**src/rtl/gtp_loopback_link.sv**
```systemverilog
// Loopback serial link endpoint: counter-pattern FIFO, 10-bit symbol TX, aligning RX with checker.
// Optional UART forwarding of received bytes when UART_TX_EN is defined.
module gtp_loopback_link #(
    parameter int unsigned FIFO_DEPTH   = 16,
    parameter int unsigned LOCK_CNT     = 16,
    parameter int unsigned UNLOCK_CNT   = 4,
    parameter int unsigned CLKS_PER_BIT = 8
) (
    input  logic       write_clk,
    input  logic       reset,
    input  logic       we,
    input  logic       link_ready,
    input  logic       trans_en,
    output logic       gtp_tx_p,
    output logic       gtp_tx_n,
    input  logic       gtp_rx_p,
    input  logic       gtp_rx_n,
    output logic       rxinit_done,
    output logic [7:0] rx_data,
    output logic       rx_valid,
    output logic       rx_err,
    output logic       uart_tx
);

    localparam int unsigned AW = $clog2(FIFO_DEPTH);
    localparam int unsigned GW = $clog2(LOCK_CNT + 1);
    localparam int unsigned BW = $clog2(UNLOCK_CNT + 1);
    localparam logic [9:0] IDLE_SYM = {2'b01, 8'hBC};
    localparam logic [3:0] LAST_BIT = 4'd9;

    typedef enum logic {StHunt, StLocked} rx_state_e;

    logic [7:0]    fifo_mem [FIFO_DEPTH];
    logic [AW:0]   wr_ptr_q, rd_ptr_q;
    logic [7:0]    wr_cnt_q;
    logic          fifo_full, fifo_empty, do_write, do_pop;

    logic [3:0]    tx_cnt_q;
    logic [8:0]    tx_shift_q;
    logic          tx_bit_q;
    logic [9:0]    tx_sym;

    rx_state_e     rx_state_q;
    logic [9:0]    rx_shift_q;
    logic [3:0]    rx_cnt_q;
    logic [GW-1:0] good_q;
    logic [BW-1:0] bad_q;
    logic          rx_done_q, rx_valid_q, rx_err_q;
    logic [7:0]    rx_data_q, rx_exp_q;
    logic          hdr_valid;

    assign fifo_empty = (wr_ptr_q == rd_ptr_q);
    assign fifo_full  = (wr_ptr_q[AW] != rd_ptr_q[AW]) &&
                        (wr_ptr_q[AW-1:0] == rd_ptr_q[AW-1:0]);
    assign do_write   = we && !fifo_full;
    assign do_pop     = (tx_cnt_q == 4'd0) && link_ready && !fifo_empty;
    assign tx_sym     = do_pop ? {2'b10, fifo_mem[rd_ptr_q[AW-1:0]]} : IDLE_SYM;

    always_ff @(posedge write_clk) begin
        if (do_write) begin
            fifo_mem[wr_ptr_q[AW-1:0]] <= wr_cnt_q;
        end
    end

    always_ff @(posedge write_clk) begin
        if (reset) begin
            wr_ptr_q <= '0;
            rd_ptr_q <= '0;
            wr_cnt_q <= '0;
        end else begin
            if (do_write) begin
                wr_ptr_q <= wr_ptr_q + (AW + 1)'(1);
                wr_cnt_q <= wr_cnt_q + 8'd1;
            end
            if (do_pop) begin
                rd_ptr_q <= rd_ptr_q + (AW + 1)'(1);
            end
        end
    end

    // Symbol is loaded at bit count 0 and shifted out MSB first.
    always_ff @(posedge write_clk) begin
        if (reset) begin
            tx_cnt_q   <= '0;
            tx_shift_q <= '0;
            tx_bit_q   <= 1'b1;
        end else begin
            tx_cnt_q <= (tx_cnt_q == LAST_BIT) ? 4'd0 : tx_cnt_q + 4'd1;
            if (tx_cnt_q == 4'd0) begin
                tx_bit_q   <= tx_sym[9];
                tx_shift_q <= tx_sym[8:0];
            end else begin
                tx_bit_q   <= tx_shift_q[8];
                tx_shift_q <= {tx_shift_q[7:0], 1'b0};
            end
        end
    end

    assign gtp_tx_p  = tx_bit_q;
    assign gtp_tx_n  = ~tx_bit_q;
    assign hdr_valid = rx_shift_q[9] ^ rx_shift_q[8];

    always_ff @(posedge write_clk) begin
        if (reset) begin
            rx_state_q <= StHunt;
            rx_shift_q <= '0;
            rx_cnt_q   <= LAST_BIT;
            good_q     <= '0;
            bad_q      <= '0;
            rx_done_q  <= 1'b0;
            rx_data_q  <= '0;
            rx_valid_q <= 1'b0;
            rx_err_q   <= 1'b0;
            rx_exp_q   <= '0;
        end else begin
            rx_shift_q <= {rx_shift_q[8:0], gtp_rx_p};
            rx_valid_q <= 1'b0;
            if (rx_cnt_q != LAST_BIT) begin
                rx_cnt_q <= rx_cnt_q + 4'd1;
            end else begin
                rx_cnt_q <= 4'd0;
                unique case (rx_state_q)
                    StHunt: begin
                        // Hunt on whole IDLE words: several rotations of the IDLE pattern
                        // carry a legal header and would otherwise lock on the wrong phase.
                        if (rx_shift_q == IDLE_SYM) begin
                            good_q <= good_q + GW'(1);
                            if (good_q == GW'(LOCK_CNT - 1)) begin
                                rx_state_q <= StLocked;
                                rx_done_q  <= 1'b1;
                                bad_q      <= '0;
                            end
                        end else begin
                            good_q   <= '0;
                            rx_cnt_q <= LAST_BIT;
                        end
                    end
                    StLocked: begin
                        if (hdr_valid) begin
                            bad_q <= '0;
                            if (rx_shift_q[9]) begin
                                rx_data_q  <= rx_shift_q[7:0];
                                rx_valid_q <= 1'b1;
                                rx_exp_q   <= rx_shift_q[7:0] + 8'd1;
                                if (rx_shift_q[7:0] != rx_exp_q) begin
                                    rx_err_q <= 1'b1;
                                end
                            end
                        end else if (bad_q == BW'(UNLOCK_CNT - 1)) begin
                            rx_state_q <= StHunt;
                            rx_done_q  <= 1'b0;
                            good_q     <= '0;
                            bad_q      <= '0;
                        end else begin
                            bad_q <= bad_q + BW'(1);
                        end
                    end
                    default: rx_state_q <= StHunt;
                endcase
            end
        end
    end

    assign rxinit_done = rx_done_q;
    assign rx_data     = rx_data_q;
    assign rx_valid    = rx_valid_q;
    assign rx_err      = rx_err_q;

    logic unused_rx_n;
    assign unused_rx_n = gtp_rx_n;

`ifdef UART_TX_EN
    localparam int unsigned CW = $clog2(CLKS_PER_BIT + 1);

    logic          uart_busy_q, uart_tx_q;
    logic [8:0]    uart_buf_q;
    logic [3:0]    uart_bits_q;
    logic [CW-1:0] uart_clk_q;

    // Start bit goes out on capture; buffer holds data LSB first followed by the stop bit.
    always_ff @(posedge write_clk) begin
        if (reset) begin
            uart_busy_q <= 1'b0;
            uart_tx_q   <= 1'b1;
            uart_buf_q  <= '1;
            uart_bits_q <= '0;
            uart_clk_q  <= '0;
        end else if (!uart_busy_q) begin
            if (rx_valid_q && trans_en) begin
                uart_busy_q <= 1'b1;
                uart_tx_q   <= 1'b0;
                uart_buf_q  <= {1'b1, rx_data_q};
                uart_bits_q <= '0;
                uart_clk_q  <= '0;
            end
        end else if (uart_clk_q != CW'(CLKS_PER_BIT - 1)) begin
            uart_clk_q <= uart_clk_q + CW'(1);
        end else begin
            uart_clk_q <= '0;
            if (uart_bits_q == 4'd9) begin
                uart_busy_q <= 1'b0;
            end else begin
                uart_tx_q   <= uart_buf_q[0];
                uart_buf_q  <= {1'b1, uart_buf_q[8:1]};
                uart_bits_q <= uart_bits_q + 4'd1;
            end
        end
    end

    assign uart_tx = uart_tx_q;
`else
    localparam int unsigned unused_clks_per_bit = CLKS_PER_BIT;
    logic unused_trans_en;
    assign unused_trans_en = trans_en;
    assign uart_tx = 1'b1;
`endif

endmodule

```
**config.mk**
```make
export PLATFORM = sky130hd
export DESIGN_NAME = gtp_loopback_link
export DESIGN_NICKNAME = d
export VERILOG_FILES = /design/src/rtl/gtp_loopback_link.sv
export SDC_FILE = /design/constraint.sdc
export NUM_CORES = 1
export LEC_CHECK = 0
export ABC_AREA = 1
export CAP_MARGIN = 5
export CELL_PAD_IN_SITES_DETAIL_PLACEMENT = 2
export CELL_PAD_IN_SITES_GLOBAL_PLACEMENT = 2
export CORE_MARGIN = 2
export CORE_UTILIZATION = 37
export CTS_CLUSTER_DIAMETER = 60
export CTS_CLUSTER_SIZE = 25
export DETAILED_ROUTE_END_ITERATION = 10
export HOLD_SLACK_MARGIN = 0.1
export MAX_ROUTING_LAYER = met4
export PLACE_DENSITY_LB_ADDON = 0.1
export SYNTH_ARGS = -nofsm -noshare
export SYNTH_HDL_FRONTEND = slang
export SYNTH_SLANG_ARGS = --single-unit
```
**constraint.sdc**
```tcl
create_clock -name write_clk -period 2 [get_ports write_clk]
set_input_delay 0.6 -clock write_clk [delete_from_list [all_inputs] [get_ports write_clk]]
set_output_delay 0.6 -clock write_clk [all_outputs]
set_load 0.005 [all_outputs]
```
Word-level counts from Yosys, hierarchy flattened
Memories as Yosys holds them, arrays and structs flattened. A register that Yosys moved wholly into a read port is not among the register bits. Cells that the tools add are included.

Register bits: 74. Latch bits: 0. Bits in writable memories: 128. ROM bits: 0. Input bits: 7. Logic and storage cells: 91. Memories: 1.

Add/sub/neg operators: 8. $mul: 0. Divide/modulo/power cells: 0. $lt $le $gt $ge: 0. Eq/ne operators: 13. Shift-type cells: 0. Multiplexer cells: 30. Bitwise logic cells: 7. Reductions and logical operators: 15.

Memory list: fifo_mem (depth 16, width 8, read ports 1, clocked after memory_dff 1, write ports 1, RTL line 33) `logic [7:0] fifo_mem [FIFO_DEPTH];`.

Operators with widths (number): $mux 4 (5); $add 8x1->8 const B (2); $add 5x1->5 const B (3); $mux 5 (3); $mux 1 (12); $mux 3 (4); $eq 10x9->1 const B (1); $mux 10 (1); $pmux 5 s2 (1); $reduce_and 5->1 (2); $mux 9 (1); $add 4x1->4 const B (2); $ne 8x8->1 (1); $ne 2x2->1 const B (3); $not 1->1 (6); $pmux 3 s2 (1); $reduce_and 3->1 (2); $eq 5x4->1 const B (1); $eq 5x5->1 (1); $eq 4x4->1 (1); $eq 4x4->1 const B (1); $logic_and 1x1->1 (4); $logic_not 4->1 (1); $ne 4x4->1 const B (1); 11 further kinds (13).

Longest topological paths before layout
Gate-level depths: netlist (run 1).

Word-level depth: 6. Gate-level depth with buffers: 12. Gate-level depth less buffers: 10.

Least setup slack after synthesis (run 1)
No wires, ideal clock.

Path kind: register to register. From: reg wr_ptr_q[2]. To: mem fifo_mem[11][0], enable pin. Library setup time: 383 ps. Arrival time: 1545 ps. Data required time: 1617 ps. Setup slack: 72 ps. Cell stages (with the launch flop): 10. Path buffers: 2. Period minus slack after synthesis: 1928 ps. Cell sequence: dfxtp_1 -> buf_4 -> inv_2 -> nand2_1 -> nand2_2 -> nor2_4 -> nand3b_1 -> nand2_2 -> buf_6 -> nor3_1.

Word-level cells in the longest chain between the ends: 6.

Ends and longest elaborated chain: start, declared (RTL line 34) `logic [AW:0] wr_ptr_q, rd_ptr_q;`; start signal, assigned (RTL line 72) `wr_ptr_q <= wr_ptr_q + (AW + 1)'(1);`; $eq 4x4->1 (RTL line 54) `(wr_ptr_q[AW-1:0] == rd_ptr_q[AW-1:0]);`; $logic_and 1x1->1 (RTL line 53) `assign fifo_full = (wr_ptr_q[AW] != rd_ptr_q[AW]) &&`; $logic_not 1->1 (RTL line 55) `assign do_write = we && !fifo_full;`; $logic_and 1x1->1 (RTL line 55); $mux 1 (RTL line 60) `if (do_write) begin`; $mux 1 (not written as such) (RTL line 61) `fifo_mem[wr_ptr_q[AW-1:0]] <= wr_cnt_q;`; end, declared (RTL line 33).

Several ways; a longest one is shown, not always the timed one.

Worst setup path after layout (run 1)
From: reg rx_data_q[6] (netlist: rx_data[6]). To: out rx_data[6].

RTL lines: start, declared (RTL line 49) `logic [7:0] rx_data_q, rx_exp_q;`; start signal, assigned (RTL line 142) `rx_data_q <= rx_shift_q[7:0];`; end, declared (RTL line 19) `output logic [7:0] rx_data,`.

No word-level cell between the ends.

==> results.rst, run 1 <==
.. list-table::
   :header-rows: 1

   * - Metric
     - Value
   * - Starting Density
     - 37.4%
   * - Antenna violations before repair
     - 0
   * - Clock transition at the registers of the reported paths
     - 0.08 ns
   * - GR Util All Layers
     - 20.9%
   * - Total instance count after detailed placement
     - 1198
   * - Cell taking the most area after synthesis
     - edfxtp_1
   * - Global placer's final weighted congestion
     - 0.848
   * - Top-level port count
     - 21
   * - Cell types occupying the most area after synthesis
     - edfxtp_1 (44%), dfxtp_1 (18%), nor2_1 (6.5%), nand2_1 (5.0%), nand3_1 (4.5%)
   * - Deepest clock path buffer count
     - 3
   * - Latest clock arrival within the worst-skew pair
     - 0.51 ns
   * - Start-to-end type of the worst setup path
     - flop to primary output
   * - Number of rows in the core area
     - 56
   * - Count of cells resized by post-cts repair
     - 0
   * - Critical-path cell with the highest stage delay
     - clkdlybuf4s50_1
   * - Filler cell count in the final layout
     - 2466
   * - Final Hold Violating Endpoints
     - 0
   * - Share of the synthesized area in the top cell type
     - 44.2%
   * - Area of the core
     - 23300 µm²
   * - Synth Warn #
     - 0
   * - Post-synthesis net count
     - 888
   * - Peak supply drop
     - 0.724 mV
   * - Status
     - completed
   * - Post-detailed-route count of antenna-violating nets
     - 0
   * - Number of buffers added to fix hold violations after cts
     - 0
   * - Worst Max-Slew Pin Slew
     - 0.540 ns
   * - Area overhead of the layout relative to synthesis
     - 15.2%
   * - Avg Cell Area, Syn
     - 10.1 µm²
   * - Cell area after synthesis
     - 8700 µm²
   * - Max-capacitance violation count
     - 0
   * - Max Fclk
     - 514 MHz
   * - Count of clock tree sinks
     - 206
   * - Global-route wire length before repair
     - 38600 µm
   * - Sum of routed wire length over all layers
     - 24000 µm
   * - CTS tree
     - yes
   * - Gate count of the mapped netlist
     - 863
   * - Total die area
     - 24700 µm²
   * - Post-route cell area
     - 10000 µm²
   * - Placed wire-length estimate
     - 16500 µm
   * - Placed instance area
     - 9360 µm²
   * - Cell Pwr Density
     - 940 nW/µm²
   * - Vias post-DR
     - 6173
   * - Distinct cell type count after synthesis
     - 39
   * - Setup slack of the critical path after layout
     - 0.0537 ns
   * - RSZ-0062 raised after global routing
     - no
   * - Width of the die
     - 157 µm
   * - Average wire length per cell after detail routing
     - 19.5 µm
   * - CP Data Required Time
     - 1.40 ns
   * - Hold Crit Class
     - flop to flop
   * - Depth of the CTS H-tree
     - 1
   * - Number of clock buffers inserted by TritonCTS
     - 19
   * - Setup violations, final
     - 0
   * - First-pass DRT Iterations
     - 4
   * - Critical Path End Type
     - primary output
   * - Number of buffer and inverter instances along the worst setup path
     - 1
   * - Per-cell via count in the routed design
     - 5.01
   * - Starting DRT DRC Count
     - 305
   * - DRC violations left
     - 0
   * - Period Utilization, post-route
     - 97.3%
   * - Maximum number of pins on one net before global-route repair
     - 33
   * - Fraction of final layout cells with drive strength greater than 1
     - 12.5%
   * - Normalized max-slew margin
     - 64.0%
   * - Chip height
     - 157 µm
   * - Type of origin of the critical path
     - flop
   * - Via count of the first global-routing pass
     - 6881
   * - Buffer count from post-CTS setup fixing
     - 0
   * - Arrival time worst endpoint
     - 1.35 ns
   * - Congestion Overflow GR
     - 0
   * - Leakage power total
     - 3.71 nW
   * - Dominant delay contributor by cell family on the critical path
     - buffers and inverters
   * - Final layout net count
     - 925
   * - Total count of max-transition violations in the final report
     - 0
   * - Tmin final
     - 1.95 ns
   * - Total of flip-flops plus latches after synthesis
     - 206
   * - Final core area utilization
     - 43.1%
   * - # port buffers
     - 17
   * - Max FO, Critical Path
     - 2
   * - Skew final
     - 0.0169 ns
   * - Cells along the critical path
     - clkdlybuf4s50_1
   * - Delay contributed by the slowest stage of the critical path
     - 0.50 ns
   * - Number of standard cells in the final layout excluding fillers
     - 1232
   * - Buffer type at the clock tree root
     - clkbuf_16
   * - Post-Place Setup Slack
     - -0.165 ns
   * - Total inserted antenna cells
     - 0
   * - Share of the yosys chip area belonging to registers
     - 62.2%
Yosys cell counts, drive strengths merged:
master / instances
clkbuf: 11
nand3: 85
clkinv: 1
a21oi: 39
nand2: 125
nand4: 6
dfxtp: 78
a31oi: 1
nor3: 8
a22oi: 2
edfxtp: 128
inv: 63
o211ai: 12
or2: 2
xor2: 12
nand3b: 1
conb: 1
xnor2: 10
ha: 18
a211oi: 2
nor2: 153
buf: 29
o21ai: 75
o221ai: 1
final cells by class:
class,instances,area (µm²),share of cell area (%)
Clock buffer,21,494,4.93
Clock inverter,13,150,1.50
Inverter,64,240,2.40
Multi-Input combinational cell,553,2820,28.1
Sequential cell,206,5410,54.0
Tap cell,319,399,3.98
Timing Repair Buffer,56,510,5.10
metrics by stage:
step / total power [W] / setup TNS (ns) / hold WS, ns
final: 0.00942 / 0 / 0.467
after CTS: 0.00956 / 0 / 0.472
after detailed placement: 0.00571 / -11.83 / 0.462
after global routing: 0.00981 / 0 / 0.498
after floorplan: 0.00538 / 0 / 0.420
after global placement: 0.00563 / -6.37 / 0.430
tightest hold or removal path: stages, from the launching register on:
cell and delay (ns):
dfxtp_1 0.31, nand2_1 0.06, a21oi_1 0.05
where the power goes:
part	internal (W)	leakage, nW	total [W]	switching (W)
registers	0.00459	1.81	0.00468	0.0000846
clock network	0.00202	0.322	0.00382	0.00180
logic	0.000285	1.59	0.000922	0.000637
total	0.00690	3.71	0.00942	0.00252
path summary, 6_finish.rpt:
kind	endpoint	slack (ns)	start	cells after the start
setup / recovery	rx_data[6]	0.05	rx_data[6]	1
hold / removal	rxinit_done	0.47	rxinit_done	2
setup reg to reg	fifo_mem[0][5]	0.19	rd_ptr_q[2]	9
hold reg to reg	rxinit_done	0.47	rxinit_done	2
routing by layer:
metal | routed length [µm] | global-route usage, %
met5 | 0 | -
met4 | 602 | 6.36
met3 | 621 | 2.40
met2 | 12200 | 36.2
met1 | 10600 | 25.7
layout by cell type (no fill, tap or decap), types with 2 or more instances in the layout:
cell and count:
a21oi_1 32, a21oi_2 7, a22oi_1 2, buf_12 3
buf_4 36, clkbuf_16 19, clkdlybuf4s50_1 13, clkinv_2 2
dfxtp_1 77, dlymetal6s2s_1 4, edfxtp_1 128, ha_1 18
inv_1 52, inv_12 2, inv_2 11, inv_6 5
nand2_1 116, nand2_2 7, nand2_4 2, nand3_1 79
nand3_2 6, nand4_1 6, nor2_1 150, nor2_2 2
nor3_1 8, o211ai_1 12, o21ai_0 64, o21ai_1 9
xnor2_1 10, xor2_1 12
flip-flops by register name, indices dropped and copies added (netlist names), 5 cells and up, named ones only:
signal / flops
fifo_mem: 128
rx_shift_q: 10
tx_shift_q: 9
rx_data: 8
rx_exp_q: 8
wr_cnt_q: 8
good_q: 5
rd_ptr_q: 5
wr_ptr_q: 5
kinds of logic after synthesis:
logic type	Yosys count	share of synthesized area [%]
compound gates	132	8.65
xor+xnor	22	2.22
fa+ha+maj	18	2.59
buf+inv	104	5.47
flops	206	62.2
other cells	1	0.0431
simple gates	380	18.9
Note: power is estimated with default switching activity, not from simulation.
==> run 2: changes to the inputs <==
--- a/config.mk
+++ b/config.mk
@@ -6,17 +6,18 @@
 export NUM_CORES = 1
 export LEC_CHECK = 0
 export ABC_AREA = 1
+export ABC_CLOCK_PERIOD_IN_PS = 2440
 export CAP_MARGIN = 5
 export CELL_PAD_IN_SITES_DETAIL_PLACEMENT = 2
 export CELL_PAD_IN_SITES_GLOBAL_PLACEMENT = 2
 export CORE_MARGIN = 2
-export CORE_UTILIZATION = 37
+export CORE_UTILIZATION = 44
 export CTS_CLUSTER_DIAMETER = 60
 export CTS_CLUSTER_SIZE = 25
 export DETAILED_ROUTE_END_ITERATION = 10
 export HOLD_SLACK_MARGIN = 0.1
 export MAX_ROUTING_LAYER = met4
-export PLACE_DENSITY_LB_ADDON = 0.1
+export PLACE_DENSITY = 0.92
 export SYNTH_ARGS = -nofsm -noshare
 export SYNTH_HDL_FRONTEND = slang
 export SYNTH_SLANG_ARGS = --single-unit
==> constraint.sdc (replaced) <==
create_clock -name write_clk -period 2.44 [get_ports write_clk]
set_input_delay 0.732 -clock write_clk [delete_from_list [all_inputs] [get_ports write_clk]]
set_output_delay 0.732 -clock write_clk [all_outputs]
set_load 0.005 [all_outputs]
==> run 2 against run 1 <==
Against the previous run: sequential power fell by 18%; worst hold slack worse by 0.0099 ns; sequential cell count is the same; highest routed layer unchanged; sequential share of layout area is 1.5 points higher; largest power group unchanged; wire length increased by 32%.
==> results.rst, run 2 (same netlist as run 1, synthesis figures left out) <==
.. list-table::
   :header-rows: 1

   * - Metric
     - Value
   * - Status
     - completed
   * - Starting DRT DRC Count
     - 523 (+71%)
   * - Hold Crit Depth
     - 2 (unchanged)
   * - Chip height
     - 145 µm (-8.1%)
   * - Filler cell count in the final layout
     - 1995 (-19%)
   * - Depth of the CTS H-tree
     - 1 (unchanged)
   * - Setup violations, final
     - 0 (unchanged)
   * - Buffer type at the clock tree root
     - clkbuf_16
   * - Count of cells resized by post-cts repair
     - 0 (unchanged)
   * - Post-route cell area
     - 9750 µm² (-2.6%)
   * - Type of origin of the critical path
     - flop
   * - Leakage power total
     - 3.54 nW (-4.6%)
   * - Starting Density
     - 44.8% (+7.4 points)
   * - Congestion Overflow GR
     - 0 (unchanged)
   * - GR Util All Layers
     - 32.6% (+12 points)
   * - Global-route wire length before repair
     - 48500 µm (+26%)
   * - Maximum number of pins on one net before global-route repair
     - 64 (+94%)
   * - Skew final
     - 0.0427 ns (+0.0259 ns)
   * - Final layout net count
     - 916 (-0.97%)
   * - Normalized max-slew margin
     - 44.1% (-20 points)
   * - Top-level port count
     - 21 (unchanged)
   * - Sum of routed wire length over all layers
     - 31700 µm (+32%)
   * - CTS tree
     - yes
   * - Arrival time worst endpoint
     - 2.42 ns (+1.07 ns)
   * - Placed instance area
     - 9250 µm² (-1.2%)
   * - RSZ-0062 raised after global routing
     - no
   * - Post-Place Setup Slack
     - 0.139 ns (+0.304 ns)
   * - Area of the core
     - 19400 µm² (-17%)
   * - Average wire length per cell after detail routing
     - 27.2 µm (+40%)
   * - Met3 capacity usage during global routing
     - 4.37% (+2.0 points)
   * - Setup slack of the critical path after layout
     - 0.238 ns (+0.184 ns)
   * - Number of rows in the core area
     - 51 (-8.9%)
   * - Total die area
     - 20900 µm² (-16%)
   * - Placed wire-length estimate
     - 19600 µm (+19%)
   * - Peak supply drop
     - 0.765 mV (+5.6%)
   * - Met2 layer usage reported by global route
     - 56.1% (+20 points)
   * - Max Fclk
     - 454 MHz
   * - Delay contributed by the slowest stage of the critical path
     - 0.60 ns (+0.10 ns)
   * - DRC violations left
     - 0 (unchanged)
   * - Vias post-DR
     - 6746 (+9.3%)
   * - Number of clock buffers inserted by TritonCTS
     - 15 (-4)
   * - Post-detailed-route count of antenna-violating nets
     - 0 (unchanged)
   * - Setup TNS Final
     - 0 ns (unchanged)
   * - Tmin final
     - 2.20 ns
   * - Count of clock tree sinks
     - 206 (unchanged)
   * - Beginning of the worst hold path
     - bad_q[2]
   * - Period Utilization, post-route
     - 90.3%
   * - Worst Max-Slew Pin Slew
     - 0.838 ns (+0.298 ns)
   * - Via count of the first global-routing pass
     - 7673 (+12%)
   * - Worst Hold Path EP
     - bad_q[2]
   * - Latest clock arrival within the worst-skew pair
     - 0.52 ns (about the same)
   * - Start-to-end type of the worst setup path
     - flop to flop
   * - Deepest clock path buffer count
     - 3 (unchanged)
   * - Final Hold Violating Endpoints
     - 0 (unchanged)
   * - Number of buffers added to fix hold violations after cts
     - 0 (unchanged)
   * - Max FO, Critical Path
     - 8 (+6)
   * - Hold Crit Class
     - flop to flop
   * - Top library cells by usage in the layout, fill and taps aside
     - nor2_1 (151), edfxtp_1 (128), nand2_1 (116)
   * - Max-capacitance violation count
     - 0 (unchanged)
   * - Launch instance of the worst register-to-register path
     - wr_ptr_q[2]
   * - Global placer's final weighted congestion
     - 0.839 (-0.96%)
   * - Area overhead of the layout relative to synthesis
     - 12.2%
   * - Reg2reg end
     - fifo_mem[4][5]
   * - Total inserted antenna cells
     - 0 (unchanged)
   * - Met1 usage in global routing
     - 39.7% (+14 points)
   * - Fraction of final layout cells with drive strength greater than 1
     - 11.1% (-1.4 points)
   * - Most common cell after layout, fill and taps aside
     - nor2_1
   * - # port buffers
     - 17 (unchanged)
   * - Max FFs per register
     - 128 (unchanged)
   * - Cell count of the worst reg-to-reg path
     - 9 (unchanged)
   * - Buffer count from post-CTS setup fixing
     - 0 (unchanged)
   * - Total count of max-transition violations in the final report
     - 0 (unchanged)
   * - Cell Pwr Density
     - 758 nW/µm² (-19%)
   * - Width of the die
     - 145 µm (-8.1%)
   * - First-pass DRT Iterations
     - 5 (+1)
   * - Critical-path cell with the highest stage delay
     - dfxtp_1
   * - Most Used Layer, Global Route
     - met2
   * - Clock transition at the registers of the reported paths
     - 0.11 ns (+0.03 ns)
   * - Antenna violations before repair
     - 0 (unchanged)
   * - Per-cell via count in the routed design
     - 5.79 (+16%)
   * - Critical Path End Type
     - flop
   * - CP Data Required Time
     - 2.66 ns (+1.26 ns)
   * - Cells along the critical path
     - nand2_1, nand2_2, nor2_4, nand3b_1, nand2_2, inv_2, nand2_1, nor2_1, buf_4
   * - Reg-to-reg slack, setup
     - 0.24 ns (+0.05 ns)
==> run 2: critical path: cells and delay by family (launching register included) <==
kind,cells,cell delay [ns]
DFF,1,0.60
and+or+nand+nor,7,0.97
buffers and inverters,2,0.33
==> run 2: where the power goes <==
| part | internal, W | total, W | switching (W) |
|---|---|---|---|
| sequential | 0.00377 | 0.00385 | 0.0000849 |
| clock | 0.00131 | 0.00271 | 0.00140 |
| combinational | 0.000234 | 0.000831 | 0.000597 |
==> run 2: per-stage QoR <==
step	hold slack (ns)	total power (W)	std cells	utilization [%]
after floorplan	0.420	0.00441	863	-
after global placement	0.429	0.00460	1139	47.7
after detailed placement	0.443	0.00469	1139	47.7
after CTS	0.455	0.00743	1165	50.3
after global routing	0.486	0.00762	1165	50.3
final	0.457	0.00739	1165	50.3
==> run 2: layout make-up <==
cell class              count  area, µm²  area share (%)
multi-input cells         553       2820            28.9
inverters                  64        240            2.46
well taps                 265        332            3.40
clock buffers              19        432            4.43
clock inverters             7       70.1           0.718
flip-flops and latches    206       5410            55.4
repair buffers             51        458            4.70
==> run 2: how the worst max path moves through the flow <==
stage	end	cells past startpoint	start
after floorplan	fifo_mem[11][0]	9	wr_ptr_q[2]
after global placement	fifo_mem[14][2]	6	we
after detailed placement	fifo_mem[13][5]	6	we
after CTS	gtp_tx_n	2	gtp_tx_p
after global routing	fifo_mem[12][1]	9	wr_ptr_q[2]
final	fifo_mem[4][5]	9	wr_ptr_q[2]
==> run 2: metal layers <==
layer	vias to the layer above	share of wire [%]
li1	2969	-
met1	3441	40
met2	260	51
met3	76	5.5
met4	0	3.4
met5	-	0
==> run 3: changes to the inputs <==
--- a/config.mk
+++ b/config.mk
@@ -18,6 +18,7 @@
 export HOLD_SLACK_MARGIN = 0.1
 export MAX_ROUTING_LAYER = met4
 export PLACE_DENSITY = 0.92
+export SLEW_MARGIN = 15
 export SYNTH_ARGS = -nofsm -noshare
 export SYNTH_HDL_FRONTEND = slang
 export SYNTH_SLANG_ARGS = --single-unit
==> results of run 3 <==
The final DEF is identical to that of run 2; final timing and power are the same.
